`config.mk`:
```
export PLATFORM = sky130hd
export DESIGN_NAME = mem_stage_lsu
export DESIGN_NICKNAME = d
export VERILOG_FILES = /design/src/rtl/mem_stage_lsu.sv
export SDC_FILE = /design/constraint.sdc
export NUM_CORES = 1
export LEC_CHECK = 0
export CAP_MARGIN = 20
export CORE_MARGIN = 5
export CORE_UTILIZATION = 51
export DETAILED_ROUTE_END_ITERATION = 8
export PLACE_DENSITY = 0.89
export SYNTH_ARGS = -nofsm -noshare
export SYNTH_HDL_FRONTEND = slang
export SYNTH_SLANG_ARGS = --single-unit
```
`constraint.sdc`:
```
create_clock -name clk -period 4.4 [get_ports clk]
set_clock_uncertainty 0.05 [all_clocks]
set_input_delay 1.1 -clock clk [delete_from_list [all_inputs] [get_ports clk]]
set_output_delay 1.1 -clock clk [all_outputs]
set_load 0.05 [all_outputs]
```
`src/rtl/mem_stage_lsu.sv`:
```
// Memory stage: passes ALU ops to writeback in 1 cycle; loads/stores run a REQ/WAIT_R handshake on dmem.
// Memory ops stall upstream until grant (stores) or rvalid (loads); misaligned accesses are flagged, not issued.
module mem_stage_lsu (
  input  logic        clk,
  input  logic        rst_n,
  input  logic        ex_valid_i,
  input  logic [31:0] ex_pc_i,
  input  logic [31:0] ex_imm_i,
  input  logic [31:0] ex_alu_result_i,
  input  logic [31:0] ex_store_data_i,
  input  logic [4:0]  ex_rd_i,
  input  logic        ex_regwrite_i,
  input  logic [1:0]  ex_sel_to_reg_i,
  input  logic        ex_mem_read_i,
  input  logic        ex_mem_write_i,
  input  logic        ex_unsigned_i,
  input  logic [1:0]  ex_size_i,
  output logic        stall_o,
  output logic        dmem_req_o,
  output logic        dmem_we_o,
  output logic [31:0] dmem_addr_o,
  output logic [3:0]  dmem_be_o,
  output logic [31:0] dmem_wdata_o,
  input  logic        dmem_gnt_i,
  input  logic        dmem_rvalid_i,
  input  logic [31:0] dmem_rdata_i,
  output logic        wb_regwrite_o,
  output logic [4:0]  wb_rd_o,
  output logic [31:0] wb_pc_o,
  output logic [31:0] wb_imm_o,
  output logic [31:0] wb_alu_result_o,
  output logic [1:0]  wb_sel_to_reg_o,
  output logic [31:0] wb_load_data_o,
  output logic        misalign_o
);

  typedef enum logic [1:0] {IDLE, REQ, WAIT_R} state_t;
  state_t state, state_nxt;

  logic [31:0] addr_q, wdata_q, pc_q, imm_q;
  logic [3:0]  be_q;
  logic [1:0]  size_q, sel_q;
  logic [4:0]  rd_q;
  logic        unsigned_q, we_q, regwrite_q;

  logic [1:0]  ofs;
  logic        is_mem, misaligned, accept, regwrite_in;
  logic [3:0]  be_in;
  logic [31:0] wdata_in, rshift, load_data;

  assign ofs         = ex_alu_result_i[1:0];
  assign is_mem      = ex_valid_i & (ex_mem_read_i | ex_mem_write_i);
  assign misaligned  = ((ex_size_i == 2'b01) & ofs[0]) | (ex_size_i[1] & (ofs != 2'b00));
  assign accept      = is_mem & ~misaligned;
  assign regwrite_in = ex_regwrite_i & ex_valid_i & (ex_rd_i != 5'd0);

  always_comb begin
    be_in    = 4'b1111;
    wdata_in = ex_store_data_i;
    case (ex_size_i)
      2'b00: begin
        be_in    = 4'b0001 << ofs;
        wdata_in = {4{ex_store_data_i[7:0]}};
      end
      2'b01: begin
        be_in    = 4'b0011 << ofs;
        wdata_in = {2{ex_store_data_i[15:0]}};
      end
      default: ;
    endcase
  end

  // Returned word is shifted so the addressed byte lands in bit 0.
  always_comb begin
    rshift    = dmem_rdata_i >> {addr_q[1:0], 3'b000};
    load_data = rshift;
    case (size_q)
      2'b00:   load_data = unsigned_q ? {24'd0, rshift[7:0]}  : {{24{rshift[7]}}, rshift[7:0]};
      2'b01:   load_data = unsigned_q ? {16'd0, rshift[15:0]} : {{16{rshift[15]}}, rshift[15:0]};
      default: ;
    endcase
  end

  always_ff @(posedge clk or negedge rst_n) begin
    if (!rst_n) state <= IDLE;
    else        state <= state_nxt;
  end

  always_comb begin
    state_nxt  = state;
    stall_o    = 1'b0;
    dmem_req_o = 1'b0;
    dmem_we_o  = 1'b0;
    case (state)
      IDLE: begin
        if (accept) begin
          stall_o   = 1'b1;
          state_nxt = REQ;
        end
      end
      REQ: begin
        dmem_req_o = 1'b1;
        dmem_we_o  = we_q;
        stall_o    = 1'b1;
        if (dmem_gnt_i) begin
          state_nxt = we_q ? IDLE : WAIT_R;
          stall_o   = ~we_q;
        end
      end
      WAIT_R: begin
        if (dmem_rvalid_i) state_nxt = IDLE;
        else               stall_o   = 1'b1;
      end
      default: state_nxt = IDLE;
    endcase
    // Reset must silence the handshake outputs even with live ex_* inputs.
    if (!rst_n) begin
      stall_o    = 1'b0;
      dmem_req_o = 1'b0;
      dmem_we_o  = 1'b0;
    end
  end

  assign dmem_addr_o  = {addr_q[31:2], 2'b00};
  assign dmem_be_o    = be_q;
  assign dmem_wdata_o = wdata_q;

  always_ff @(posedge clk or negedge rst_n) begin
    if (!rst_n) begin
      addr_q <= '0; wdata_q <= '0; pc_q <= '0; imm_q <= '0;
      be_q <= '0; size_q <= '0; sel_q <= '0; rd_q <= '0;
      unsigned_q <= 1'b0; we_q <= 1'b0; regwrite_q <= 1'b0;
      wb_regwrite_o <= 1'b0; wb_rd_o <= '0; wb_pc_o <= '0; wb_imm_o <= '0;
      wb_alu_result_o <= '0; wb_sel_to_reg_o <= '0; wb_load_data_o <= '0;
      misalign_o <= 1'b0;
    end else begin
      misalign_o <= 1'b0;
      case (state)
        IDLE: begin
          if (accept) begin
            addr_q        <= ex_alu_result_i;
            wdata_q       <= wdata_in;
            be_q          <= be_in;
            size_q        <= ex_size_i;
            unsigned_q    <= ex_unsigned_i;
            we_q          <= ex_mem_write_i;
            rd_q          <= ex_rd_i;
            regwrite_q    <= regwrite_in;
            pc_q          <= ex_pc_i;
            imm_q         <= ex_imm_i;
            sel_q         <= ex_sel_to_reg_i;
            wb_regwrite_o <= 1'b0;
          end else if (is_mem) begin
            misalign_o    <= 1'b1;
            wb_regwrite_o <= 1'b0;
          end else begin
            wb_regwrite_o   <= regwrite_in;
            wb_rd_o         <= ex_rd_i;
            wb_pc_o         <= ex_pc_i;
            wb_imm_o        <= ex_imm_i;
            wb_alu_result_o <= ex_alu_result_i;
            wb_sel_to_reg_o <= ex_sel_to_reg_i;
          end
        end
        REQ: begin
          if (dmem_gnt_i && we_q) begin
            wb_regwrite_o   <= 1'b0;
            wb_rd_o         <= rd_q;
            wb_pc_o         <= pc_q;
            wb_imm_o        <= imm_q;
            wb_alu_result_o <= addr_q;
            wb_sel_to_reg_o <= sel_q;
          end
        end
        WAIT_R: begin
          if (dmem_rvalid_i) begin
            wb_regwrite_o   <= regwrite_q;
            wb_rd_o         <= rd_q;
            wb_pc_o         <= pc_q;
            wb_imm_o        <= imm_q;
            wb_alu_result_o <= addr_q;
            wb_sel_to_reg_o <= sel_q;
            wb_load_data_o  <= load_data;
          end
        end
        default: ;
      endcase
    end
  end

endmodule

```
==> results_dict.tcl, run 1 <==
set metrics [dict create \
    worstSetupPathType "input port to primary output" \
    grt_pass1_wl_um 56600 \
    finalWeightedCongestion 0.918 \
    power_density_nw_per_um2 931 \
    slew_headroom 0.378 \
    place_inst 1686 \
    cp_top_family "buffers and inverters" \
    peakVddDrop_mv 0.589 \
    timing.critical_path.required_ns 3.25 \
    grt_pass1_vias 10200 \
    cts_resized 0 \
    arrival_ns 2.74 \
    worst_pin_slew_ns 0.933 \
    clock-root-buffer "clkbuf_16" \
    vias 9664 \
    status "finished, final reports clean" \
    die_h_um 168 \
    grt_usage 0.250 \
    dieArea_sq_um 28100 \
    rows 57 \
    dieWidth_um 168 \
    grt_max_degree 167 \
    antenna_found_initial 1 \
    cts_hold_buf 0 \
    finalNonFillerCells 1744 \
    syn-cell-area_sq_um 12700 \
    period_minus_slack_ns 3.89 \
    crit_start "ex_alu_result_i[0]" \
    layout-drive-gt1-share 0.147 \
    syn_to_final_growth_pct 39.7 \
    slowest_stage "clkdlybuf4s50_1" \
    wl_per_cell_um 20.7 \
    numClockSinks 283 \
    synthArstFlopShare 1.00 \
    coreArea_sq_um 24400 \
    drtIter0Drc 708 \
    min_period_over_period 0.885 \
    dp_hpwl_um 25100 \
    design_area_sq_um 17700 \
    critPathCaptureType "primary output" \
    grt-ovfl-total 0 \
    synth_edf_count 0 \
    cp_max_fo 9 \
    holdCritStartpoint "dmem_be_o[0]$_DFFE_PN0P_" \
    ys.flop_type "dfrtp_1" \
    clk_latency_ns 0.54 \
    numCtsBuffers 30 \
    final_nets 1578 \
    top_level_ports 386 \
    h-tree-depth 1 \
    worstSetupStartpointType "input port" \
    cts_setup_buffers 0 \
    maxCapViolCount 0 \
    r2r_start "state[0]$_DFFE_PN0P_" \
    worstPathCellList "clkdlybuf4s50_1 > o21ai_1 > nand3_4 > a21oi_1 > buf_12" \
    synthCells 1070 \
    leakagePower_nw 7.48 \
    ys.warnings.count 0 \
    crit_path_max_incr_delay_ns 0.60 \
    synth-seq-cells 283 \
    fin_tns_setup_ns 0 \
    hold_viol 0 \
    drc 0 \
    start_util 0.519 \
    dpl_cell_area_sq_um 16500 \
    rsz0062_at_grt "no" \
    crit_buf_inv 2 \
    fmax_ghz 0.257 \
    drtPass1Iterations 5 \
    tritoncts "done" \
    ys_types 43 \
    cts.clk_slew.worst_paths_ns 0.06 \
    setup_viol 0 \
    hp-class "flip-flop to flip-flop" \
    syn_area_per_cell_sq_um 11.8 \
    ant_nets 0 \
    drv_slew 0 \
    clk_path_buf_depth 3 \
    io_buffers 383 \
    ys_seq_area_frac 0.560 \
    via_per_inst 5.54 \
    routed_wl_um 36100 \
]
-- area by class of cell --
type                       count  area [sq um]
sequential                   283          7080
fill                        1608          6710
multi-input combinational    680          5030
timing repair buffer         397          4030
clock buffer                  43           891
tap                          324           405
clock inverter                12           219
inverter                       4          15.0
antenna                        1          2.50
-- stage by stage --
stage          power, mW   util  setup slack [ns]  hold WS, ns
5_1_grt             17.2  0.725             0.444        0.449
2_1_floorplan       10.8      -             0.339        0.401
4_1_cts             16.5  0.723             0.507        0.431
3_3_place_gp        13.4  0.678             0.563        0.412
6_report            16.5  0.725             0.505        0.427
3_5_place_dp        13.7  0.678             0.514        0.417
-- synthesized netlist by cell type (all sizes together) (2+ instances only) --
library cell	n	area [sq um]
clkbuf	27	101
nand2	33	124
o21ai	31	155
o211a	2	20.0
and2	2	12.5
nor2b	11	68.8
a21o	2	15.0
dfrtp	283	7080
a211oi	8	60.1
inv	4	15.0
mux2	133	1500
nor3	9	45.0
mux2i	136	1360
o21a	3	22.5
nand2b	2	12.5
a21oi	125	626
ha	4	50.1
o211ai	4	30.0
buf	77	455
nand3	3	15.0
a221o	16	160
a2111oi	8	88.8
nor2	131	492
-- registers in the layout, summed over array words and instances (netlist names), 4 cells and up --
name / count
wb_imm_o: 32
wb_rd_o: 5
dmem_be_o: 4
pc_q: 32
addr_q: 32
dmem_wdata_o: 32
wb_pc_o: 32
imm_q: 32
rd_q: 5
wb_load_data_o: 32
wb_alu_result_o: 32
-- kinds of logic (layout without fill, tap and decap cells) --
| group | Yosys count | count (layout) | share of synthesized area |
|---|---|---|---|
| other | 1 | 3 | 0.000296 |
| adder cells (fa/ha/maj) | 4 | 4 | 0.00395 |
| multiplexers | 270 | 270 | 0.228 |
| buffers and inverters | 108 | 456 | 0.0452 |
| AO/OA/AOI/OAI | 204 | 204 | 0.0969 |
| XOR/XNOR | 1 | 1 | 0.000692 |
| AND/OR/NAND/NOR | 199 | 199 | 0.0658 |
| flip-flops | 283 | 283 | 0.560 |
-- cell usage in the layout (no fill, tap or decap), types with 2 or more instances in the layout --
cell type	instances
o211a_1	2
clkbuf_8	7
clkbuf_1	5
nor3_1	9
a2111oi_0	7
nand2_1	33
nand3_1	2
bufinv_16	6
a21o_1	2
clkbuf_16	31
o21ai_0	30
clkinvlp_4	2
o211ai_1	4
clkinv_2	3
buf_4	10
buf_12	6
nor2b_1	11
conb_1	2
mux2_2	133
a211oi_1	8
and2_1	2
a221o_1	16
nor2_1	131
ha_1	3
mux2i_1	136
dfrtp_1	283
a21oi_1	125
o21a_1	3
clkdlybuf4s50_1	379
nand2b_1	2
inv_1	4
-- metal layers --
metal / global-route usage / vias up / share of wire
met1: 0.301 / 4774 / 0.37
met3: 0.0797 / 93 / 0.090
met2: 0.420 / 373 / 0.49
met4: 0.0946 / 0 / 0.043
met5: 0 / - / 0
li1: - / 4424 / -
-- power by group --
| part | switching [mW] | internal (mW) |
|---|---|---|
| registers | 0.820 | 3.92 |
| clock network | 1.03 | 1.75 |
| logic | 5.69 | 3.25 |
| total | 7.53 | 8.92 |
-- worst paths after layout --
check	end	slack [ns]	depth (start not counted)
setup / recovery	stall_o	0.51	5
hold / removal	dmem_be_o[0]$_DFFE_PN0P_	0.43	1
setup reg to reg	wb_load_data_o[28]$_DFFE_PN0P_	1.86	6
hold reg to reg	dmem_be_o[0]$_DFFE_PN0P_	0.43	1
max in group asynchronous	imm_q[12]$_DFFE_PN0P_	2.55	2
min in group asynchronous	dmem_wdata_o[9]$_DFFE_PN0P_	0.46	1
(Power assumes the default switching activity.)
==> run 2: changes to the inputs <==
--- a/config.mk
+++ b/config.mk
@@ -10,6 +10,7 @@
 export CORE_UTILIZATION = 51
 export DETAILED_ROUTE_END_ITERATION = 8
 export PLACE_DENSITY = 0.89
+export RECOVER_POWER = 25
 export SYNTH_ARGS = -nofsm -noshare
 export SYNTH_HDL_FRONTEND = slang
 export SYNTH_SLANG_ARGS = --single-unit
==> run 2 against run 1 <==
Effect of this change: the run now ends with capacitance limit, slew limit left; via count grew 0.55%; combinational power is essentially flat; sequential power about the same; clock power about the same; total power is essentially flat; register-to-register slack about the same; flip-flop and latch count unchanged; die area unchanged; setup slack worse by 0.18 ns; first-iteration DRC count fell by 4.4%; routed wire length fell by 0.12%.
==> results_dict.tcl, run 2 (synthesis gave the netlist of run 1 again) <==
set metrics [dict create \
    status "complete, but fails checks" \
    violations "capacitance limit, slew limit" \
    p_total_mw 16.4 \
    reg2reg_to "wb_load_data_o[28]$_DFFE_PN0P_" \
    intPower_mw 8.92 \
    worstSetupStartpointType "input port" \
    cp_max_fo 9 \
    dieWidth_um 168 \
    power_density_nw_per_um2 931 \
    clk_path_buf_depth 3 \
    tritoncts "done" \
    dp_hpwl_um 25100 \
    hp-class "flip-flop to flip-flop" \
    grt-ovfl-total 0 \
    cts.clk_slew.worst_paths_ns 0.06 \
    antenna_found_initial 1 \
    drc 0 \
    drv_slew 160 \
    setup_viol 0 \
    design_area_sq_um 17700 \
    cts_resized 0 \
    dpl_cell_area_sq_um 16500 \
    drtPass1Iterations 6 \
    arrival_ns 2.93 \
    grt_max_degree 167 \
    grt_usage 0.250 \
    min_period_over_period 0.927 \
    holdCritStartpoint "wb_load_data_o[7]$_DFFE_PN0P_" \
    p_seq_frac 0.288 \
    final_common_cell "clkdlybuf4s50_1" \
    clk_latency_ns 0.54 \
    slew_headroom -0.454 \
    mostFrequentLayoutCells "379 x clkdlybuf4s50_1, 283 x dfrtp_1, 136 x mux2i_1" \
    grt_pass1_wl_um 56600 \
    grt_pass1_vias 10200 \
    io_buffers 383 \
    finalWeightedCongestion 0.918 \
    routed_wl_um 36100 \
    ant_nets 0 \
    fin_tns_setup_ns 0 \
    r2r_setup_slack_ns 1.86 \
    fmax_ghz 0.245 \
    rows 57 \
    p_sw_frac 0.458 \
    start_util 0.519 \
    timing.critical_path.required_ns 3.25 \
    via_per_inst 5.57 \
    worst_pin_slew_ns 2.18 \
    peakVddDrop_mv 0.590 \
    clock-root-buffer "clkbuf_16" \
    dieArea_sq_um 28100 \
    numCtsBuffers 30 \
    numClockSinks 283 \
    die_h_um 168 \
    h-tree-depth 1 \
    final_nets 1578 \
    r2r_start "state[0]$_DFFE_PN0P_" \
    period_minus_slack_ns 4.08 \
    crit_start "ex_alu_result_i[0]" \
    cts_hold_buf 0 \
    rsz0062_at_grt "no" \
    vias 9717 \
    wl_per_cell_um 20.7 \
    crit_end "stall_o" \
    ff2ff_path_depth 6 \
    pwr-share-clk 0.169 \
    coreArea_sq_um 24400 \
    leakagePower_nw 7.47 \
    top_level_ports 386 \
    syn_to_final_growth_pct 39.5 \
    p_sw_mw 7.53 \
    worstSetupPathType "input port to primary output" \
    drtIter0Drc 677 \
    hold_viol 0 \
    cts_setup_buffers 0 \
    combPwrFrac 0.543 \
    layout-drive-gt1-share 0.146 \
    maxCapViolCount 1 \
    final_util 0.724 \
    critPathCaptureType "primary output" \
]
run 2: power by group through the flow:
stage / registers, mW / clock network [mW] / logic (mW)
3_5_place_dp: 4.77 / 0 / 8.89
6_report: 4.74 / 2.77 / 8.93
5_1_grt: 4.91 / 2.96 / 9.38
4_1_cts: 4.76 / 2.83 / 8.95
3_3_place_gp: 4.68 / 0 / 8.73
2_1_floorplan: 7.29 / 0 / 3.51
run 2: how the worst min path moves through the flow:
stage | end | slack [ns] | cells after the start
after floorplan | regwrite_q$_DFFE_PN0P_ | 0.40 | 2
after global placement | dmem_wdata_o[22]$_DFFE_PN0P_ | 0.41 | 2
after detailed placement | dmem_be_o[0]$_DFFE_PN0P_ | 0.42 | 1
after CTS | dmem_be_o[0]$_DFFE_PN0P_ | 0.43 | 1
after global routing | dmem_be_o[0]$_DFFE_PN0P_ | 0.45 | 1
final | wb_load_data_o[7]$_DFFE_PN0P_ | 0.43 | 2
run 2: metrics by stage:
stage	setup slack [ns]	instances	hold slack (ns)
final	0.322	1744	0.430
after global routing	0.259	1744	0.449
after CTS	0.507	1741	0.431
after detailed placement	0.514	1686	0.417
after global placement	0.563	1686	0.412
after floorplan	0.339	1071	0.401
run 2: area by class of cell:
class	instances	area, sq um
Timing Repair Buffer	397	4020
Clock buffer	43	891
Tap cell	324	405
Fill cell	1609	6730
Inverter	4	15.0
Multi-Input combinational cell	680	5030
Sequential cell	283	7080
Clock inverter	12	219
Antenna cell	1	2.50
run 2: critical path, stage by stage:
cell             delay, ns
clkdlybuf4s50_1       0.60
o21ai_0               0.59
nand3_4               0.15
a21oi_1               0.29
buf_12                0.19
run 2: routing by layer:
layer	wire [um]	share of wire	up-vias	global-route usage
met1	13400	0.37	4803	0.301
met5	0	0	-	0
li1	-	-	4430	-
met3	3160	0.087	96	0.0797
met2	18000	0.50	388	0.420
met4	1530	0.043	0	0.0946
